**config.mk**
```make
export PLATFORM = sky130hd
export DESIGN_NAME = muldiv_unit
export DESIGN_NICKNAME = d
export VERILOG_FILES = /design/src/rtl/riscy32_pkg.sv /design/src/rtl/muldiv_unit.sv
export SDC_FILE = /design/constraint.sdc
export NUM_CORES = 1
export LEC_CHECK = 0
export BUFFER_PORTS_ARGS = -buffer_cell sky130_fd_sc_hd__buf_2
export CORE_MARGIN = 5
export CORE_UTILIZATION = 33
export CTS_CLUSTER_SIZE = 12
export DETAILED_ROUTE_END_ITERATION = 6
export PLACE_DENSITY_LB_ADDON = 0.15
export SETUP_SLACK_MARGIN = 0.05
export SYNTH_ARGS = -nofsm -noshare
export SYNTH_HDL_FRONTEND = slang
export SYNTH_SLANG_ARGS = --single-unit
```
**constraint.sdc**
```tcl
create_clock -name clk -period 6.1 [get_ports clk]
set_input_delay 0.61 -clock clk [delete_from_list [all_inputs] [get_ports clk]]
set_output_delay 0.61 -clock clk [all_outputs]
set_load 0.05 [all_outputs]
```
**src/rtl/riscy32_pkg.sv**
```systemverilog
// riscy32 shared definitions for the execute-stage multiply/divide unit.
// Holds the datapath width, funct3 operation encodings and FSM states.
package riscy32_pkg;

    localparam int XLEN = 32;

    typedef enum logic [2:0] {
        OP_MUL    = 3'b000,
        OP_MULH   = 3'b001,
        OP_MULHSU = 3'b010,
        OP_MULHU  = 3'b011,
        OP_DIV    = 3'b100,
        OP_DIVU   = 3'b101,
        OP_REM    = 3'b110,
        OP_REMU   = 3'b111
    } muldiv_op_e;

    typedef enum logic [1:0] {
        IDLE,
        CALC,
        DONE
    } muldiv_state_e;

endpackage

```
**src/rtl/muldiv_unit.sv**
```systemverilog
// Iterative RV32M multiply/divide unit: shift-add multiply, restoring divide.
// Optional MULDIV_EARLY_OUT_EN lets special-case operations skip CALC.
module muldiv_unit #(
    parameter int XLEN = riscy32_pkg::XLEN
) (
    input  logic            clk,
    input  logic            rst_n,
    input  logic            start,
    input  logic [2:0]      op,
    input  logic [XLEN-1:0] rs1,
    input  logic [XLEN-1:0] rs2,
    input  logic            flush,
    output logic            busy,
    output logic            valid,
    output logic [XLEN-1:0] rd
);
    import riscy32_pkg::*;

    localparam int CW = $clog2(XLEN);

`ifdef MULDIV_EARLY_OUT_EN
    localparam bit EARLY = 1'b1;
`else
    localparam bit EARLY = 1'b0;
`endif

    localparam logic [XLEN-1:0] MINV = {1'b1, {(XLEN-1){1'b0}}};
    localparam logic [XLEN-1:0] ONES = '1;
    localparam logic [CW-1:0]   LAST = CW'(XLEN-1);

    muldiv_state_e   state, state_nxt;
    muldiv_op_e      op_in, op_q;
    logic [CW-1:0]   cnt;
    logic [XLEN-1:0] opnd;
    logic [2*XLEN-1:0] acc, acc_nxt;
    logic            sa, sb;
    logic            spec;
    logic [XLEN-1:0] spec_res;

    logic            is_div, sgn_a, sgn_b, na, nb;
    logic [XLEN-1:0] mag_a, mag_b;
    logic            div0, ovf, mz, spec_in;
    logic [XLEN-1:0] spec_val;
    logic            accept, finish;

    logic [XLEN:0]   sum, sh, diff;
    logic [2*XLEN-1:0] mul_nxt, div_nxt, prod;
    logic [XLEN-1:0] quo, rem, res, fin;

    assign op_in = muldiv_op_e'(op);

    // decode request: operand signs, magnitudes and RV32M special cases
    always_comb begin
        is_div   = op[2];
        sgn_a    = (op_in == OP_MULH) || (op_in == OP_MULHSU) ||
                   (op_in == OP_DIV)  || (op_in == OP_REM);
        sgn_b    = (op_in == OP_MULH) || (op_in == OP_DIV) ||
                   (op_in == OP_REM);
        na       = sgn_a & rs1[XLEN-1];
        nb       = sgn_b & rs2[XLEN-1];
        mag_a    = na ? -rs1 : rs1;
        mag_b    = nb ? -rs2 : rs2;
        div0     = is_div && (rs2 == '0);
        ovf      = ((op_in == OP_DIV) || (op_in == OP_REM)) &&
                   (rs1 == MINV) && (rs2 == ONES);
        mz       = !is_div && ((rs1 == '0) || (rs2 == '0));
        spec_in  = div0 | ovf | mz;
        spec_val = '0;
        if (div0)
            spec_val = op[1] ? rs1 : ONES;
        else if (ovf)
            spec_val = op[1] ? '0 : MINV;
    end

    // one iteration of the shared datapath plus final sign fix-up
    always_comb begin
        sum     = {1'b0, acc[2*XLEN-1:XLEN]} + {1'b0, opnd};
        mul_nxt = acc[0] ? {sum, acc[XLEN-1:1]}
                         : {1'b0, acc[2*XLEN-1:1]};
        sh      = acc[2*XLEN-2:XLEN-1];
        diff    = sh - {1'b0, opnd};
        div_nxt = diff[XLEN] ? {sh[XLEN-1:0], acc[XLEN-2:0], 1'b0}
                             : {diff[XLEN-1:0], acc[XLEN-2:0], 1'b1};
        acc_nxt = op_q[2] ? div_nxt : mul_nxt;
        prod    = (sa ^ sb) ? -acc_nxt : acc_nxt;
        quo     = acc_nxt[XLEN-1:0];
        rem     = acc_nxt[2*XLEN-1:XLEN];
        res     = '0;
        unique case (op_q)
            OP_MUL:    res = prod[XLEN-1:0];
            OP_MULH,
            OP_MULHSU,
            OP_MULHU:  res = prod[2*XLEN-1:XLEN];
            OP_DIV,
            OP_DIVU:   res = (sa ^ sb) ? -quo : quo;
            OP_REM,
            OP_REMU:   res = sa ? -rem : rem;
        endcase
        fin = spec ? spec_res : res;
    end

    // state register
    always_ff @(posedge clk or negedge rst_n) begin
        if (!rst_n)
            state <= IDLE;
        else
            state <= state_nxt;
    end

    // next-state and handshake outputs
    always_comb begin
        state_nxt = state;
        busy      = 1'b0;
        valid     = 1'b0;
        accept    = 1'b0;
        finish    = 1'b0;
        unique case (state)
            IDLE: begin
                if (!flush && start) begin
                    accept    = 1'b1;
                    state_nxt = (EARLY && spec_in) ? DONE : CALC;
                end
            end
            CALC: begin
                busy = 1'b1;
                if (flush) begin
                    state_nxt = IDLE;
                end else if (cnt == LAST) begin
                    finish    = 1'b1;
                    state_nxt = DONE;
                end
            end
            DONE: begin
                busy      = 1'b1;
                valid     = 1'b1;
                state_nxt = IDLE;
            end
            default: state_nxt = IDLE;
        endcase
    end

    // operand capture, iteration and result register
    always_ff @(posedge clk or negedge rst_n) begin
        if (!rst_n) begin
            op_q     <= OP_MUL;
            cnt      <= '0;
            opnd     <= '0;
            acc      <= '0;
            sa       <= 1'b0;
            sb       <= 1'b0;
            spec     <= 1'b0;
            spec_res <= '0;
            rd       <= '0;
        end else if (accept) begin
            op_q     <= op_in;
            cnt      <= '0;
            opnd     <= is_div ? mag_b : mag_a;
            acc      <= {{XLEN{1'b0}}, is_div ? mag_a : mag_b};
            sa       <= na;
            sb       <= nb;
            spec     <= spec_in;
            spec_res <= spec_val;
            if (EARLY && spec_in)
                rd <= spec_val;
        end else if (state == CALC) begin
            acc <= acc_nxt;
            cnt <= cnt + 1'b1;
            if (finish)
                rd <= fin;
        end
    end

endmodule
```
## Word-level counts from Yosys, hierarchy flattened

Index checks and enable logic that the tools add are counted.

| operators by class | value |
|---|---|
| multipliers | 0 |
| $lt $le $gt $ge | 0 |
| mux-type cells | 31 |
| bitwise operators | 6 |
| equal/unequal tests | 18 |
| shifts and indexed selects | 0 |
| divide/modulo/power cells | 0 |
| $add $sub $neg | 8 |
| reductions and logical operators | 25 |

Operator list:

| kind | number |
|---|---|
| 2-to-1 mux 64 bit | 6 |
| 2-to-1 mux 32 bit | 11 |
| negator 32 bit | 4 |
| case mux 32 bit (4 select lines) | 1 |
| == test 32 bit, second input constant | 2 |
| logical NOT 32 bit | 2 |
| negator 64 bit | 1 |
| adder 32 x 32 -> 33 bit | 1 |
| subtractor 32 x 32 -> 33 bit | 1 |
| == test 3 bit, second input constant | 6 |
| 2-to-1 mux 5 bit | 2 |
| == test 3 x 2 -> 1 bit, second input constant | 3 |
| logical OR 1 bit | 7 |
| 2-to-1 mux 1 bit | 7 |
| == test 3 x 1 -> 1 bit, second input constant | 2 |
| 2-to-1 mux 2 bit | 3 |
| OR reduction 2 bit | 3 |
| adder 5 x 1 -> 5 bit, second input constant | 1 |
| == test 5 bit, second input constant | 1 |
| logical AND 1 bit | 5 |
| case mux 2 bit (2 select lines) | 1 |
| logical NOT 3 bit | 1 |
| inequality test 3 bit, second input constant | 1 |
| AND reduction 3 bit | 1 |
| other kinds (12) | 15 |

| storage, ports and cells | value |
|---|---|
| latch bits | 0 |
| bits in registers | 173 |
| logic and storage cells | 98 |
| input bits | 71 |
| memories | 0 |
| bits in writable memories | 0 |
| output and inout port bits | 34 |
| bits in read-only memories | 0 |

## Logic depth before layout (Yosys ltp)

| depth | value |
|---|---|
| depth after elaboration | 8 |
| mapped depth | 23 |
| mapped depth without buffers | 20 |

## Least setup slack after synthesis

Ideal clock, no wire load.

| timing | value |
|---|---|
| path kind | register to register |
| start point | register acc[48] |
| end point | register rd[16] |
| path slack | 1.237 ns |
| path buffers | 4 |
| required time | 5.970 ns |
| clock period less this slack | 4.863 ns |
| library setup time | 0.130 ns |
| cell stages (with the launch flop) | 21 |
| data arrival time | 4.733 ns |
| path through | dfrtp_1 ha_1 buf_6 a211oi_2 o211ai_1 a2111oi_2 or2_1 buf_4 buf_6 buf_6 a311oi_1 a311o_1 inv_1 ha_1 inv_1 a2111oi_1 nand4_1 or4_1 o31a_1 nor4b_1 nor3_1 |

| between the ends | value |
|---|---|
| longest elaborated chain between the ends | 7 |
| elaborated cells between the ends (all ways) | 13 |
| those cells by class | 5 x add/sub; 8 x mux |

RTL lines:

| item | line | text |
|---|---|---|
| from (decl) | muldiv_unit.sv:35 | `logic [2*XLEN-1:0] acc, acc_nxt;` |
| from (signal assigned) | muldiv_unit.sv:158 | `acc <= {{XLEN{1'b0}}, is_div ? mag_a : mag_b};` |
| from (signal assigned) | muldiv_unit.sv:166 | `acc <= acc_nxt;` |
| subtractor 32 x 32 -> 33 bit / adder 32 x 32 -> 33 bit (equally long branches) | muldiv_unit.sv:81, muldiv_unit.sv:77 |  |
| 2-to-1 mux 64 bit (on tied branches) | muldiv_unit.sv:82, muldiv_unit.sv:78 |  |
| 2-to-1 mux 64 bit * | muldiv_unit.sv:84 | `acc_nxt = op_q[2] ? div_nxt : mul_nxt;` |
| negator 64 bit, or another cell as far along | muldiv_unit.sv:85 | `prod = (sa ^ sb) ? -acc_nxt : acc_nxt;` |
| 2-to-1 mux 64 bit, or another cell as far along | muldiv_unit.sv:85 |  |
| case mux 32 bit (4 select lines) * | muldiv_unit.sv:89 | `unique case (op_q)` |
| 2-to-1 mux 32 bit * | muldiv_unit.sv:99 | `fin = spec ? spec_res : res;` |
| to (signal assigned) | muldiv_unit.sv:164 | `rd <= spec_val;` |
| to (signal assigned) | muldiv_unit.sv:169 | `rd <= fin;` |
| to (decl) | muldiv_unit.sv:15 | `output logic [XLEN-1:0] rd` |

Mark *: on every way between the ends. The rest lies on a longest branch, timed or not.
A chain may end at the register's enable or synchronous reset.

## Worst setup path after layout

| timing | value |
|---|---|
| start point | register acc[31] |
| end point | register rd[24] |

| between the ends | value |
|---|---|
| longest elaborated chain between the ends | 7 |
| elaborated cells between the ends (all ways) | 12 |
| those cells by class | 4 x add/sub; 8 x mux |

RTL lines:

| item | line | text |
|---|---|---|
| subtractor 32 x 32 -> 33 bit | muldiv_unit.sv:81 | `diff = sh - {1'b0, opnd};` |
| 2-to-1 mux 64 bit | muldiv_unit.sv:82 | `div_nxt = diff[XLEN] ? {sh[XLEN-1:0], acc[XLEN-2:0], 1'b0}` |
| 2-to-1 mux 64 bit * | muldiv_unit.sv:84 |  |
| negator 64 bit, or another cell as far along | muldiv_unit.sv:85 |  |
| 2-to-1 mux 64 bit, or another cell as far along | muldiv_unit.sv:85 |  |
| case mux 32 bit (4 select lines) * | muldiv_unit.sv:89 |  |
| 2-to-1 mux 32 bit * | muldiv_unit.sv:99 |  |

Marks and branches as above.

==> run metrics <==
chip width=243 µm; Crit. End Element=flop; worst reg2reg startpoint=acc[31]$_DFFE_PN0P_; Levels on crit path=20; depth of the CTS H-tree=4; Slew HR=21.1%; clk sinks=173; yosys warns=0; Tmin final=5.64 ns; drt first pass iters=6; outcome=completed; TNS Setup=0 ns; gp weighted congestion=0.975; Most used DFF post-synth=dfrtp_1; flops & latches, synth=173; Design Area, Final=19800 µm²; cts repair resizes=0; remaining global-route overflow=0; largest net degree at the start of global routing=87; die footprint=59000 µm²; CP bufs+invs=4; share of layout cells above drive strength 1=10.4%; final setup violation count=0; Core ar.=53800 µm²; # rows=85; maximum capacitance violations=0; R2R Path End=rd[24]$_DFFE_PN0P_; post-DR vias/cell=6.18; WL/cell=26.7 µm; All-Layer GR Usage=27.8%; CTS Hold Buffers Added=0; Initial Util=33.3%; clock slew at reported path FFs=0.08 ns; Die Y=243 µm; largest area contributor in the netlist=dfrtp_1; CTS tree=built; startpoint types=flop; Worst-Margin Slew=1.17 ns; Post-route DRC=0; crit share post-route=92.4%; Routed Antenna Nets=0; crit path cell chain=inv_1 > ha_1 > fa_1 > nand2b_1 > a21o_1 > a211oi_2 > o21a_2 > nor3_2 > a311o_1 > inv_1 > ha_1 > inv_1 > a2111oi_1 > buf_4 > nand4_1 > nor3_1 > nand4_1 > or3_1 > a311o_1 > o31ai_1; DR iter-0 viols=2007; maximum vdd drop=0.260 mV; antenna violations before repair=6; Max Freq=0.177 GHz; asr flop ratio synth=100%; CTS Buffer Depth=2; CP endpoint=rd[24]$_DFFE_PN0P_; reg-to-reg slack, setup=0.46 ns; CP Data Required Time=6.49 ns; Synth area leaders=dfrtp_1, o21ai_0, nand2_1; Synth top area share=24.2%; first-pass GRT wire length=125000 µm; Final Skew=0.0195 ns; routed vias=19600; post-synth net total=2558; CTS root buf=clkbuf_16; # IOs=105; dpl hpwl=67100 µm; vias in the first global route=18500; post-layout util=36.8%; unrepaired setup endpoints after global routing=no; Crit path largest cell delay=0.42 ns; Worst Setup Path Type=reg2reg; Crit path max-delay family=compound AO/OA/AOI/OAI gates; Reg2Reg Depth=20; worst skew pair latency=0.50 ns; Slew Viols, Final=0; Seq/Total Area, Yosys=24.2%; pre-CTS WS=0.478 ns; area of the mapped netlist=17900 µm²; P&R area growth vs syn=10.8%; slowest CP cell=dfrtp_1; Layout Nets=2600; Area after DPL=19300 µm²; Worst Path Max Fanout=13; number of buffers added on ports=104; Hold/Removal Path Class=in2async; total CTS buffers=17; leak pwr=8.06 nW; Total Routed Length=84400 µm; Avg Inst Size Synth=7.42 µm²; Post-synth EDFFs=0; Distinct cells, synth=96; postcts setup bufs=0; crit path DAT=6.02 ns; Mapped Cells=2411; Pwr Density=700 nW/µm²; Final Hold Fails=0; crit-path most repeated cell=inv_1; Critical Path Start=acc[31]$_DFFE_PN0P_; fin worst setup slack=0.464 ns
[cell type report]
type	count	area, µm²
Timing Repair Buffer	177	1090
Clock buffer	22	454
Fill cell	5783	34000
Multi-Input combinational cell	2007	12700
Sequential cell	173	4330
Antenna cell	1	2.50
Inverter	77	289
Clock inverter	10	105
Tap cell	696	871
[registers in the layout, indices dropped and copies added, names as in the netlist, 2 cells and up]
register  flops
cnt           5
op_q          3
opnd         32
state         2
acc          64
spec_res     32
rd           32
[cell usage after synthesis, types with 16 or more instances]
cell type / count
nand2_1: 276
nor2b_1: 45
o31ai_1: 31
or3_1: 34
nor4_1: 35
xor2_1: 49
a211oi_1: 42
nand2b_1: 19
buf_2: 20
mux2i_1: 80
nor3_1: 56
o21ai_0: 241
o21a_1: 19
nor2_1: 218
o211ai_1: 61
xnor2_1: 84
nand3_1: 50
a21oi_1: 183
ha_1: 74
clkbuf_1: 109
buf_1: 16
inv_1: 75
and3_1: 27
a31oi_1: 43
a21o_1: 31
dfrtp_1: 173
nand4_1: 53
[power by group]
group / switching [mW] / leakage, nW / internal (mW) / total (mW)
sequential: 0.543 / 2.21 / 1.51 / 2.05
combinational: 7.09 / 5.58 / 3.60 / 10.7
clock: 0.543 / 0.268 / 0.580 / 1.12
total: 8.18 / 8.06 / 5.69 / 13.9
[routing by layer]
metal  wire length (µm)  share of wire [%]  global-route usage, %  vias up
met2              38000                 45                   43.9      766
met1              37100                 44                   37.7     9588
li1                   -                  -                      -     9051
met4               3140                3.7                   10.1        8
met5                 53              0.063                      0        -
met3               6100                7.2                   5.84      140
[logic make-up (layout without fill, tap and decap cells)]
kind of cell,Yosys count,in the layout,share of synthesized area (%)
AND/OR/NAND/NOR,881,881,23.7
AO/OA/AOI/OAI,830,830,30.1
buffers and inverters,231,286,5.23
flip-flops,173,173,24.2
XOR/XNOR,133,133,6.51
multiplexers,87,87,4.92
adder cells (fa/ha/maj),76,76,5.40
other,0,1,0
[through the flow]
stage / total power [mW] / hold WS [ns] / instances
2_1_floorplan: 8.70 / 0.314 / 2411
4_1_cts: 13.7 / 0.135 / 3162
3_5_place_dp: 12.5 / 0.466 / 3130
5_1_grt: 14.8 / 0.185 / 3162
6_report: 13.9 / 0.147 / 3163
3_3_place_gp: 12.5 / 0.458 / 3130
[cell usage in the layout (no fill, tap or decap), types with 61 or more instances in the layout]
cell type / n
a21oi_1: 182
buf_4: 73
dfrtp_1: 172
buf_2: 102
ha_1: 73
o21ai_0: 241
mux2i_1: 80
inv_1: 75
xnor2_1: 84
nor2_1: 216
nand2_1: 276
o211ai_1: 61
[how the worst min path moves through the flow]
| stage | to | slack, ns | startpoint | cells past startpoint |
|---|---|---|---|---|
| global route | acc[56]$_DFFE_PN0P_ | 0.18 | rst_n | 1 |
| global placement | spec_res[1]$_DFFE_PN0P_ | 0.46 | spec_res[1]$_DFFE_PN0P_ | 1 |
| CTS | acc[56]$_DFFE_PN0P_ | 0.13 | rst_n | 1 |
| detailed placement | rd[11]$_DFFE_PN0P_ | 0.47 | rd[11]$_DFFE_PN0P_ | 2 |
| finish | acc[56]$_DFFE_PN0P_ | 0.15 | rst_n | 1 |
| floorplan | acc[0]$_DFFE_PN0P_ | 0.31 | rst_n | 0 |
Power figures use the tool's default switching activity.
